## config.mk

```make
export PLATFORM = sky130hd
export DESIGN_NAME = bp_cfg_link_loader
export DESIGN_NICKNAME = d
export VERILOG_FILES = /design/src/rtl/bp_cfg_link_pkg.sv /design/src/rtl/bp_cfg_link_loader.sv
export SDC_FILE = /design/constraint.sdc
export NUM_CORES = 1
export LEC_CHECK = 0
export CORE_MARGIN = 2
export CORE_UTILIZATION = 64
export DETAILED_ROUTE_END_ITERATION = 10
export DONT_BUFFER_PORTS = 1
export MAX_ROUTING_LAYER = met4
export PLACE_DENSITY = 0.78
export SLEW_MARGIN = 15
export SYNTH_ARGS = -nofsm -noshare
export SYNTH_HDL_FRONTEND = slang
export SYNTH_SLANG_ARGS = --single-unit
```

## constraint.sdc

```tcl
create_clock -name clk_i -period 2.08 [get_ports clk_i]
set_input_delay 0.624 -clock clk_i [delete_from_list [all_inputs] [get_ports clk_i]]
set_output_delay 0.624 -clock clk_i [all_outputs]
set_load 0.1 [all_outputs]
```

## src/rtl/bp_cfg_link_pkg.sv

```systemverilog
// bp_cfg_link_pkg: shared types and register map for the cfg-link boot loader
//   bp_cfg_loader_state_e  loader FSM states
//   bp_cce_mode_e          CCE mode values (uncached=0, normal=1)
//   bp_cfg_link_pkt_s      one cfg-link beat {addr, data}
package bp_cfg_link_pkg;

  localparam logic [15:0] cfg_reg_reset_gp       = 16'h0001;
  localparam logic [15:0] cfg_reg_freeze_gp      = 16'h0002;
  localparam logic [15:0] cfg_reg_icache_mode_gp = 16'h0022;
  localparam logic [15:0] cfg_reg_pc_lo_gp       = 16'h0040;
  localparam logic [15:0] cfg_reg_pc_hi_gp       = 16'h0041;
  localparam logic [15:0] cfg_reg_dcache_mode_gp = 16'h0042;
  localparam logic [15:0] cfg_reg_cce_mode_gp    = 16'h0060;
  localparam logic [15:0] cfg_reg_num_lce_gp     = 16'h0061;
  localparam logic [15:0] cfg_reg_cce_ucode_gp   = 16'h8000;

  typedef enum logic [3:0] {
    E_IDLE, E_FREEZE, E_RST, E_PC_LO, E_PC_HI, E_IMODE, E_DMODE, E_NLCE,
    E_CCE_UC, E_UC_RD, E_UC_WR, E_VFY_RD, E_VFY_WAIT, E_CCE_NORM, E_UNFREEZE, E_DONE
  } bp_cfg_loader_state_e;

  typedef enum logic {
    E_CCE_UNCACHED = 1'b0,
    E_CCE_NORMAL   = 1'b1
  } bp_cce_mode_e;

  typedef struct packed {
    logic [15:0] addr;
    logic [31:0] data;
  } bp_cfg_link_pkt_s;

  // States that hold cfg_w_v_o high until the slave accepts the beat.
  function automatic logic is_write(bp_cfg_loader_state_e s);
    return !(s inside {E_IDLE, E_UC_RD, E_VFY_RD, E_VFY_WAIT, E_DONE});
  endfunction

endpackage

```

## src/rtl/bp_cfg_link_loader.sv

```systemverilog
// bp_cfg_link_loader: cfg-link initiator that writes the tile boot sequence after start_i
//   clk_i, reset_n_i (async, active-low), start_i + start_pc_i/icache_mode_i/dcache_mode_i
//   ucode_v_o/ucode_addr_o -> ROM, ucode_data_i valid the cycle after the strobe
//   cfg_w_v_o/cfg_addr_o/cfg_data_o/cfg_ready_i cfg write link; busy_o, done_o status
//   BP_CFG_LOADER_VERIFY_EN adds cfg_r_v_o, cfg_rdata_v_i, cfg_rdata_i, error_o (ucode readback)
module bp_cfg_link_loader
  import bp_cfg_link_pkg::*;
#(
  parameter int cfg_addr_width_p = 16,
  parameter int cfg_data_width_p = 32,
  parameter int vaddr_width_p    = 64,
  parameter int ucode_els_p      = 256,
  parameter int num_lce_p        = 2
) (
  input  logic                        clk_i,
  input  logic                        reset_n_i,
  input  logic                        start_i,
  input  logic [vaddr_width_p-1:0]    start_pc_i,
  input  logic [31:0]                 icache_mode_i,
  input  logic [31:0]                 dcache_mode_i,
  output logic                        ucode_v_o,
  output logic [11:0]                 ucode_addr_o,
  input  logic [31:0]                 ucode_data_i,
  output logic                        cfg_w_v_o,
  output logic [cfg_addr_width_p-1:0] cfg_addr_o,
  output logic [cfg_data_width_p-1:0] cfg_data_o,
  input  logic                        cfg_ready_i,
  output logic                        busy_o,
  output logic                        done_o
`ifdef BP_CFG_LOADER_VERIFY_EN
  ,
  output logic                        cfg_r_v_o,
  input  logic                        cfg_rdata_v_i,
  input  logic [31:0]                 cfg_rdata_i,
  output logic                        error_o
`endif
);

  bp_cfg_loader_state_e state, state_n, nxt;
  bp_cfg_link_pkt_s pkt;
  logic [vaddr_width_p-1:0] pc_q;
  logic [31:0] im_q, dm_q, uc_q, uc_d;
  logic [11:0] idx;
  logic fresh, adv_idx, last;

  assign last = idx == 12'(ucode_els_p - 1);
  // First UC_WR cycle forwards the ROM word; later (stalled) cycles use the held copy.
  assign uc_d = fresh ? ucode_data_i : uc_q;

  always_ff @(posedge clk_i or negedge reset_n_i)
    if (!reset_n_i) begin
      state <= E_IDLE;
      idx   <= '0;
      pc_q  <= '0;
      im_q  <= '0;
      dm_q  <= '0;
      uc_q  <= '0;
      fresh <= 1'b0;
    end else begin
      state <= state_n;
      fresh <= state == E_UC_RD;
      if (fresh) uc_q <= ucode_data_i;
      if (adv_idx) idx <= idx + 12'd1;
      if (state == E_IDLE && start_i) begin
        pc_q <= start_pc_i;
        im_q <= icache_mode_i;
        dm_q <= dcache_mode_i;
      end
    end

`ifdef BP_CFG_LOADER_VERIFY_EN
  logic err_q;
  always_ff @(posedge clk_i or negedge reset_n_i)
    if (!reset_n_i) err_q <= 1'b0;
    else if (state == E_VFY_WAIT && cfg_rdata_v_i && cfg_rdata_i != uc_q) err_q <= 1'b1;
  assign error_o   = err_q;
  assign cfg_r_v_o = state == E_VFY_RD;
`endif

  always_comb begin
    state_n      = state;
    nxt          = state;
    pkt          = '0;
    ucode_v_o    = 1'b0;
    ucode_addr_o = '0;
    adv_idx      = 1'b0;
    case (state)
      E_IDLE:     state_n = start_i ? E_FREEZE : E_IDLE;
      E_FREEZE:   begin pkt = '{cfg_reg_freeze_gp, 32'd1}; nxt = E_RST; end
      E_RST:      begin pkt = '{cfg_reg_reset_gp, 32'd0}; nxt = E_PC_LO; end
      E_PC_LO:    begin pkt = '{cfg_reg_pc_lo_gp, pc_q[31:0]}; nxt = E_PC_HI; end
      E_PC_HI:    begin pkt = '{cfg_reg_pc_hi_gp, 32'(pc_q >> 32)}; nxt = E_IMODE; end
      E_IMODE:    begin pkt = '{cfg_reg_icache_mode_gp, im_q}; nxt = E_DMODE; end
      E_DMODE:    begin pkt = '{cfg_reg_dcache_mode_gp, dm_q}; nxt = E_NLCE; end
      E_NLCE:     begin pkt = '{cfg_reg_num_lce_gp, 32'(num_lce_p)}; nxt = E_CCE_UC; end
      E_CCE_UC:   begin pkt = '{cfg_reg_cce_mode_gp, 32'(E_CCE_UNCACHED)}; nxt = E_UC_RD; end
      E_UC_RD:    begin ucode_v_o = 1'b1; ucode_addr_o = idx; state_n = E_UC_WR; end
      E_UC_WR: begin
        pkt = '{cfg_reg_cce_ucode_gp | 16'(idx), uc_d};
`ifdef BP_CFG_LOADER_VERIFY_EN
        nxt = E_VFY_RD;
`else
        nxt     = last ? E_CCE_NORM : E_UC_RD;
        adv_idx = cfg_ready_i;
`endif
      end
`ifdef BP_CFG_LOADER_VERIFY_EN
      E_VFY_RD: begin
        pkt.addr = cfg_reg_cce_ucode_gp | 16'(idx);
        state_n  = cfg_ready_i ? E_VFY_WAIT : E_VFY_RD;
      end
      E_VFY_WAIT: begin
        adv_idx = cfg_rdata_v_i;
        state_n = !cfg_rdata_v_i ? E_VFY_WAIT : last ? E_CCE_NORM : E_UC_RD;
      end
`endif
      E_CCE_NORM: begin pkt = '{cfg_reg_cce_mode_gp, 32'(E_CCE_NORMAL)}; nxt = E_UNFREEZE; end
      E_UNFREEZE: begin pkt = '{cfg_reg_freeze_gp, 32'd0}; nxt = E_DONE; end
      default: ;
    endcase
    if (is_write(state) && cfg_ready_i) state_n = nxt;
  end

  assign cfg_w_v_o  = is_write(state);
  assign cfg_addr_o = cfg_addr_width_p'(pkt.addr);
  assign cfg_data_o = cfg_data_width_p'(pkt.data);
  assign busy_o     = !(state inside {E_IDLE, E_DONE});
  assign done_o     = state == E_DONE;

endmodule

```

==> summary.txt, run 1 <==
Global routing
  – Largest net degree at the start of global routing: 178
  – GRT Total Usage: 40.59%
  – Vias in the first global route: 6868
  – First-pass GRT wire length: 41890 microns
  – Initial antenna violation count: 3
  – Grt total ovfl: 0

Floorplan
  – Die Height: 120.0 microns
  – Row count: 42
  – Initial Util: 65.25%
  – CORE AREA: 13190 sq um
  – Ports: 228
  – Die ar.: between 10000 and 15000 sq um
  – DIE WIDTH: 120.0 microns

Worst setup path
  – Critical path arrival: ~2.2 ns
  – Worst Path Max Fanout: 7
  – Worst Setup End Kind: primary output
  – R2R Setup Slk: -0.24 ns
  – Cells on worst reg2reg path: 9
  – Crit Path Class: flip-flop to primary output
  – RR Endpoint: pc_q[48]
  – Startpoint class of the critical path: flip-flop
  – Critical Path RT: about 1.5 ns
  – RR Startpoint: state[3]

CTS
  – Root Buffer: clkbuf_16
  – Clock buffer count from CTS: 17
  – Worst-Skew Late Latency: 0.43 ns
  – Clk buf depth: 2
  – Clk slew on worst S/H paths: 0.07 ns
  – Num Clock Sinks: 177
  – Max H-tree Level: 4
  – CTS tree: built

Cells and area
  – Layout cells sized above 1: 57.71%
  – Most common cell after layout, fill and taps aside: dfrtp_1
  – Highest-count cells in the layout ignoring fill and taps: dfrtp_1, mux2_4, buf_12
  – Area Overhead vs Synth: 41.65%
  – Layout Nets: 932
  – Final non-filler cell total: around 960
  – Final design utilization: 92.43%

Timing
  – Clock skew: 0.007902 ns
  – Fin crit period: 2.853 ns
  – RSZ-0062 raised after global routing: true
  – Total negative slack: -50.79 ns
  – Setup ws final: -0.7734 ns
  – Final hold violation count: ~180
  – Max Slew Vio Count: 0
  – Fin crit share: 137.2%
  – Final setup fails: 189
  – Peak Freq: 0.3505 GHz
  – Final hold slack: -0.1172 ns

Yosys
  – Mux share of post-synthesis cell area: 28.20%
  – Top cell type by total area after synthesis: dfrtp_1
  – Synth Area in Adders: 0.1454%
  – Synthesis Warnings: 0
  – Commonest register cell after synthesis: dfrtp_1
  – Asr flop ratio synth: 100.0%
  – Syn avg cell area: 13.43 sq um
  – Main combinational cell family by area after synthesis: multiplexers
  – Post-synthesis simple-gate area fraction: 7.036%
  – Post-synthesis cell area: 8607 sq um
  – Distinct cells, synth: 45
  – Largest cells by area after synthesis: dfrtp_1, mux2_4, mux2_2, a22oi_1, mux2i_1
  – Synthesized flop and latch total: 177
  – Sequential area share after synthesis: 51.46%
  – Top cell type's share of synthesized area: 51.46%
  – Synth Area in XOR/XNOR: 1.221%
  – Post-synthesis compound-gate area fraction: 7.865%
  – Cells after Synth: 641
  – Post-synth EDFFs: 0

Route
  – DR vias/cell: 7.172
  – DR iter-0 viols: 727
  – Post-DRT Antenna Nets: 0
  – Routed wire length per instance: 34.39 microns
  – DRT Pass-1 Iters: 6
  – Routed WL: about 33000 microns
  – # DRC: 0
  – Via count: around 6900

Power
  – Int Pwr: 13.62 mW
  – Switching power: between 10 and 15 mW
  – Part of the power in combinational logic: 60.1%
  – Clock share of power: 13.6%
  – Sw Share: 45.10%
  – Power Density: 2035 nW/um^2
  – Leak: 5.500 nW
  – Peak VDD IR: 1.446 mV
  – Power share of the sequential group: 26.3%

Status
  – Violated checks: hold timing, setup timing
  – Status: finished, violations left

Placement
  – Hpwl dp: ~16000 microns
  – IO Port Bufs: 0
  – Dpl cells: 892
  – Post-Place Worst Slack: -0.2465 ns
  – GP Congestion: 0.9017

Run
  – Max-cap violation count: 0

Worst hold path
  – HP Class: primary input to asynchronous set/reset pin
-- metrics by stage --
step | power [mW] | cell area (sq um) | hold slack [ns]
after global routing | 25.22 | 12190 | -0.1284
after global placement | 18.16 | 10750 | 0.3369
after floorplan | 14.36 | 9035 | 0.3284
after detailed placement | 18.63 | 10750 | 0.3340
after CTS | 22.96 | 11820 | -0.1210
final | 24.81 | 12190 | -0.1172
-- final cells by class --
type | instances | area, sq um
Timing Repair Buffer | 156 | 2376
Multi-Input combinational cell | 409 | 4528
Clock inverter | 9 | 132.6
Sequential cell | 177 | 4434
Antenna cell | 4 | 10.01
Tap cell | 176 | 220.2
Inverter | 6 | 30.03
Fill cell | 372 | 998.5
Clock buffer | 21 | 460.4
-- flip-flops by register name, summed over array words and instances (netlist names) --
register and cells:
pc_q 64, dm_q 32, im_q 32, uc_q 32, idx 12, state 4, fresh 1
-- worst max path at each step --
stage / start / endpoint
CTS: state[0] / cfg_data_o[20]
detailed placement: state[0] / cfg_data_o[24]
global route: state[1] / cfg_data_o[10]
finish: state[1] / cfg_data_o[10]
global placement: state[0] / cfg_data_o[9]
floorplan: state[2] / cfg_data_o[12]
-- power by group through the flow --
stage               logic, mW  clock network [mW]  registers [mW]
floorplan                8.58                   0            5.78
global placement         12.2                   0            6.00
detailed placement       12.5                   0            6.14
CTS                      13.5                3.27            6.16
global route             15.2                3.49            6.58
finish                   14.9                3.38            6.53
-- worst max-delay path, cell delays in order (launching register included) --
cell	delay [ns]
dfrtp_2	0.49
buf_6	0.16
nor2b_4	0.19
buf_12	0.15
clkbuf_16	0.15
a22oi_2	0.09
o211ai_1	0.29
clkbuf_16	0.27
-- logic make-up (layout without fill, tap and decap cells) --
kind of cell | count (synthesis) | after routing
AOI/OAI and AO/OA | 91 | 91
adders and majority gates | 1 | 1
muxes | 185 | 185
DFF | 177 | 177
buffers and inverters | 57 | 192
other | 1 | 7
xor gates and xnor gates | 12 | 12
and+or+nand+nor | 117 | 117
-- what timing repair did --
item / in CTS / in global routing
pin swaps: 30 / 25
setup buffers: 13 / 14
endpoints found under the setup margin: 62 / 189
hold endpoints to repair: 177 / 177
gates resized for setup: 66 / 52
gates cloned: 4 / 4
-- synth_stat cells (2+ instances only) --
library cell and number:
inv_1 5, a21oi_1 8, o22ai_1 2, xor2_1 3, nor2_1 18, nand2b_1 5
a22oi_1 34, mux2i_1 25, and3_1 21, a22o_1 3, nor3b_1 2, buf_6 13
buf_4 3, mux2_2 51, mux2_1 9, nor2b_1 5, buf_2 19, o221ai_1 12
clkbuf_1 13, o211ai_1 17, mux2_4 100, a31oi_1 2, a222oi_1 3, o32ai_1 2
nand4_1 2, xnor2_1 9, o21ai_0 5, nor3_1 6, and4_1 2, nand3_1 10
buf_1 3, dfrtp_1 177, nand2_1 40
-- per-layer routing --
metal	track usage, %	wire length (microns)
met3	10.65	3154
met4	16.25	2228
met1	47.59	11340
met2	67.05	16220
met5	-	0
(Power assumes the default switching activity.)
==> run 2, diff against run 1 <==
Settings changed: CORE_UTILIZATION 64 to 58, PLACE_DENSITY 0.78 to 0.74, RECOVER_POWER from default to 50, SETUP_SLACK_MARGIN from default to 0.5.
Clock period 2.08 ns to 2.55 ns, I/O delays scaled along.
==> run 2 against run 1 <==
The flow finishes with violations (setup timing). Clock-buffer cell count stayed put. Routed wire length grew 7.9%. Power is 16% lower. Global-route usage fell by 1.0 points. Final cell count rose by 4.5%. Critical path depth down 1. Core utilization is 1.2 points lower. Sequential share of layout area shrank 2.9 points. Highest routed layer unchanged. Die area grew 10%.
==> summary.txt, run 2 (synthesis gave the netlist of run 1 again) <==
Status
  – Status: finished, violations left
  – Violated checks: setup timing

Cells and area
  – Area Overhead vs Synth: 54.06%
  – Top reg by flops: pc_q
  – Max FFs per register: 64
  – Most common cell after layout, fill and taps aside: dfrtp_1
  – Layout Nets: 966
  – Highest-count cells in the layout ignoring fill and taps: dfrtp_1, mux2_4, buf_12
  – Finished Cell Area: between 10000 and 15000 sq um
  – Final non-filler cell total: 1001
  – Layout cells sized above 1: 59.21%
  – Final design utilization: 91.24%

Timing
  – RSZ-0062 raised after global routing: true
  – Fin crit share: 120.0%
  – Clock skew: 0.01744 ns
  – Worst-margin pin slew: 0.5556 ns
  – Setup ws final: -0.5096 ns
  – Fin crit period: 3.060 ns
  – Max Slew Vio Count: 0
  – Total negative slack: -20.39 ns
  – Final hold violation count: 0
  – Final setup fails: approximately 110
  – Relative slew slack: 62.96%
  – Final hold slack: 0.01904 ns
  – Peak Freq: about 0.33 GHz

Worst setup path
  – Crit Path Class: flip-flop to primary output
  – Worst Path Max Fanout: 8
  – Startpoint class of the critical path: flip-flop
  – Worst Setup End Kind: primary output
  – R2R Setup Slk: -0.09 ns
  – Critical Path RT: 1.79 ns
  – Critical path arrival: 2.29 ns

Power
  – Leak: ~6.1 nW
  – Power Density: 1568 nW/um^2
  – Peak VDD IR: 1.334 mV
  – Final Power: 20.79 mW

CTS
  – Clk buf depth: 2
  – Max H-tree Level: 4
  – CTS tree: built
  – Num Clock Sinks: 177
  – Worst-Skew Late Latency: 0.45 ns
  – Clk slew on worst S/H paths: 0.07 ns
  – Cts hold-fix bufs: 0
  – Root Buffer: clkbuf_16
  – Clock buffer count from CTS: 17

Route
  – Routed wire length per instance: 35.53 microns
  – Post-DRT Antenna Nets: 0
  – Via count: 7049
  – DRT Pass-1 Iters: 5
  – # DRC: 0
  – DR vias/cell: 7.042
  – Routed WL: ~36000 microns
  – DR iter-0 viols: 810

Placement
  – Dpl cells: 872
  – Hpwl dp: around 15000 microns
  – GP Congestion: 0.8949
  – Post-Place Worst Slack: 0.07607 ns
  – IO Port Bufs: 0
  – DP Area: 10500 sq um

Global routing
  – Initial antenna violation count: 3
  – Grt total ovfl: 0
  – First-pass GRT wire length: 45340 microns
  – GRT Total Usage: 39.58%
  – Vias in the first global route: 7140
  – Largest net degree at the start of global routing: 178

Floorplan
  – Row count: 44
  – DIE WIDTH: 125.8 microns
  – Ports: 228
  – Die Height: 125.8 microns
  – Die ar.: around 16000 sq um
  – Initial Util: 59.22%
  – CORE AREA: 14530 sq um

Run
  – Max-cap violation count: 0

Worst hold path
  – HP Class: primary input to asynchronous set/reset pin
==> run 2: critical path, cell delays in order (launching register included) <==
cell and delay (ns):
dfrtp_2 0.51, buf_4 0.16, nor2b_4 0.21, buf_12 0.17, a22oi_2 0.09, o211ai_1 0.40, clkbuf_16 0.30
==> run 2: metal layers <==
layer  track usage, %  part of all wire (%)  wire length [microns]  up-vias
li1                 -                     -                      -     2684
met1            47.63                    35                  12400     3593
met2            64.04                    50                  17680      591
met3            11.13                   9.2                   3278      181
met4            14.93                   6.2                   2207        0
met5                -                     0                      0        -
==> run 2: final timing paths <==
| kind | cells past startpoint | to | startpoint |
|---|---|---|---|
| max in group asynchronous | 0 | state[2] | reset_n_i |
| min reg2reg | 1 | uc_q[17] | uc_q[17] |
| min in group clk_i | 1 | state[1] | cfg_ready_i |
| max | 6 | cfg_data_o[0] | state[2] |
| max reg2reg | 12 | pc_q[46] | state[3] |
| min | 0 | uc_q[30] | reset_n_i |
==> run 2: power by group <==
part	switching [mW]	total, mW	leakage (nW)	internal (mW)
Sequential	1.15	5.33	2.11	4.18
Clock	1.27	2.62	0.271	1.35
Combinational	6.98	12.8	3.72	5.87
Total	9.39	20.8	6.10	11.4
==> run 2: layout make-up <==
cell class,count,area [sq um]
clock inverters,11,98.84
fillers,451,1274
flip-flops and latches,177,4436
repair buffers,188,3281
inverters,6,35.03
diodes,3,7.507
multi-input cells,411,4702
well taps,184,230.2
clock buffers,21,470.5
==> run 2: repair_timing <==
item | in CTS | in global routing
cloned | 27 | 3
pin swaps | 15 | 34
endpoints found under the setup margin | 189 | 190
resized for setup | 143 | 61
buffers inserted | 37 | 27
==> run 3, diff against run 2 <==
Settings changed: GPL_ROUTABILITY_DRIVEN from default to 0, HOLD_SLACK_MARGIN from default to 0.08.
==> run 3 against run 2 <==
Via count is 3.8% higher. Power is 2.4% higher. Largest power group unchanged. First-iteration DRC count is 15% higher. Highest routed layer unchanged. Sequential power is 1% higher. Hold slack worse by 0.0052 ns. The run still ends with setup timing left. Clock power is 8.0% higher. Register-to-register slack better by 0.10 ns. Maximum frequency is 0.60% higher. Critical path depth is 2 higher.
==> summary.txt, run 3 (synthesis gave the netlist of run 1 again) <==
CTS
  – Root Buffer: clkbuf_16
  – CTS tree: built
  – Worst-Skew Late Latency: 0.45 ns
  – Num Clock Sinks: approximately 180
  – Clock buffer count from CTS: 17
  – Max H-tree Level: 4
  – Clk buf depth: 2
  – Clk slew on worst S/H paths: roughly 0.08 ns

Floorplan
  – CORE AREA: approximately 15000 sq um
  – Ports: 228
  – Row count: 44
  – Die Height: 125.8 microns
  – DIE WIDTH: 125.8 microns
  – Die ar.: 15830 sq um
  – Initial Util: between 50 and 60%

Global routing
  – Vias in the first global route: 7145
  – Largest net degree at the start of global routing: 178
  – First-pass GRT wire length: 44980 microns
  – GRT Total Usage: between 30 and 40%
  – Initial antenna violation count: 4
  – Grt total ovfl: 0

Cells and area
  – Layout cells sized above 1: between 60% and 70%
  – Top reg by flops: pc_q
  – Area Overhead vs Synth: 55.20%
  – Max FFs per register: 64
  – Final design utilization: 91.91%
  – Highest-count cells in the layout ignoring fill and taps: dfrtp_1, mux2_4, buf_12
  – Most common cell after layout, fill and taps aside: dfrtp_1
  – Layout Nets: 978

Worst setup path
  – Cells on worst reg2reg path: 11
  – Crit path max-delay cell type: dfrtp_1
  – CP max stage delay: 0.47 ns
  – Critical Path, Cell by Cell: buf_6 > buf_12 > nor3_4 > buf_6 > buf_8 > nand2_2 > o211ai_1 > clkbuf_16
  – Worst Path Max Fanout: 6
  – Crit Path Class: flip-flop to primary output
  – Critical Path RT: 1.79 ns
  – Startpoint class of the critical path: flip-flop
  – Critical path arrival: 2.28 ns
  – Worst Setup End Kind: primary output
  – Crit path top cell by count: buf_6

Route
  – Via count: 7318
  – Post-DRT Antenna Nets: 0
  – DR vias/cell: 7.210
  – DRT Pass-1 Iters: 5
  – # DRC: 0
  – DR iter-0 viols: 932
  – Routed wire length per instance: 36.15 microns
  – Routed WL: approximately 37000 microns

Timing
  – Clock skew: slightly below 0.009 ns
  – Fin crit share: 119.3%
  – Max Slew Vio Count: 0
  – Fin crit period: between 3 and 4 ns
  – Final setup fails: 60
  – Peak Freq: 0.3288 GHz
  – Total negative slack: -19.78 ns
  – Setup ws final: -0.4914 ns
  – Final hold violation count: 0
  – RSZ-0062 raised after global routing: true

Status
  – Status: finished, violations left
  – Violated checks: setup timing

Power
  – Power Density: 1594 nW/um^2
  – Final Power: 21.29 mW
  – Peak VDD IR: 0.9376 mV
  – Leak: between 6 and 7 nW

Worst hold path
  – HP Class: primary input to asynchronous set/reset pin

Placement
  – IO Port Bufs: 0
  – Hpwl dp: 15770 microns

Run
  – Max-cap violation count: 0
[run 3: cell types whose count changed in the layout (fill, tap and decap cells not counted), moves of 5 or more]
cell,before,now
buf_4,35,52
nand2_2,0,7
mux2i_2,0,5
mux2i_1,24,18
nand2_1,39,30
[run 3: repair_timing]
item,CTS,global route
gates cloned,23,5
buffers inserted,35,36
endpoints found under the setup margin,190,190
pin swaps,25,42
resized for setup,139,75
endpoints found under the hold margin,177,177
[run 3: path summary, 6_finish.rpt]
check | start | to | slack [ns]
worst max-delay path | state[2] | cfg_data_o[6] | -0.49
worst min-delay path | reset_n_i | idx[8] | 0.01
worst max register to register | state[0] | pc_q[46] | 0.01
worst min register to register | uc_q[5] | uc_q[5] | 0.51
max in group asynchronous | reset_n_i | idx[1] | 2.19
min in group clk_i | cfg_ready_i | state[1] | 0.44
[run 3: routing by layer]
layer / global-route usage, % / routed length, microns / vias up / part of all wire [%]
li1: - / - / 2715 / -
met1: 45.36 / 12170 / 3663 / 33
met2: 63.88 / 18050 / 697 / 49
met3: 9.686 / 3730 / 243 / 10
met4: 19.84 / 2745 / 0 / 7.5
met5: - / 0 / - / 0
[run 3: per-stage QoR]
stage,worst slack [ns],hold WS [ns],area [sq um],instances
final,-0.4914,0.01385,13360,1015
after global routing,-0.5218,-0.0005142,13360,1014
after CTS,-0.2861,0.01112,12650,969
after detailed placement,0.02670,0.4776,10590,879
after global placement,0.1149,0.4753,10590,879
after floorplan,-0.8055,0.4456,9055,643
[run 3: area by class of cell]
class,instances,area (sq um)
Timing Repair Buffer,199,3264
Sequential cell,177,4434
Tap cell,184,230.2
Antenna cell,5,12.51
Multi-Input combinational cell,412,4762
Clock inverter,15,193.9
Fill cell,433,1176
Inverter,6,35.03
Clock buffer,17,425.4
[run 3: report_power, final]
group | total, mW | switching [mW] | internal [mW]
Clock | 2.83 | 1.33 | 1.50
Sequential | 5.40 | 1.22 | 4.18
Combinational | 13.1 | 7.13 | 5.93
[run 3: critical path: cells and delay by family (launching register included)]
kind / cells / cell delay [ns]
flops: 1 / 0.47
simple gates: 2 / 0.30
buf+inv: 5 / 0.87
compound gates: 1 / 0.18
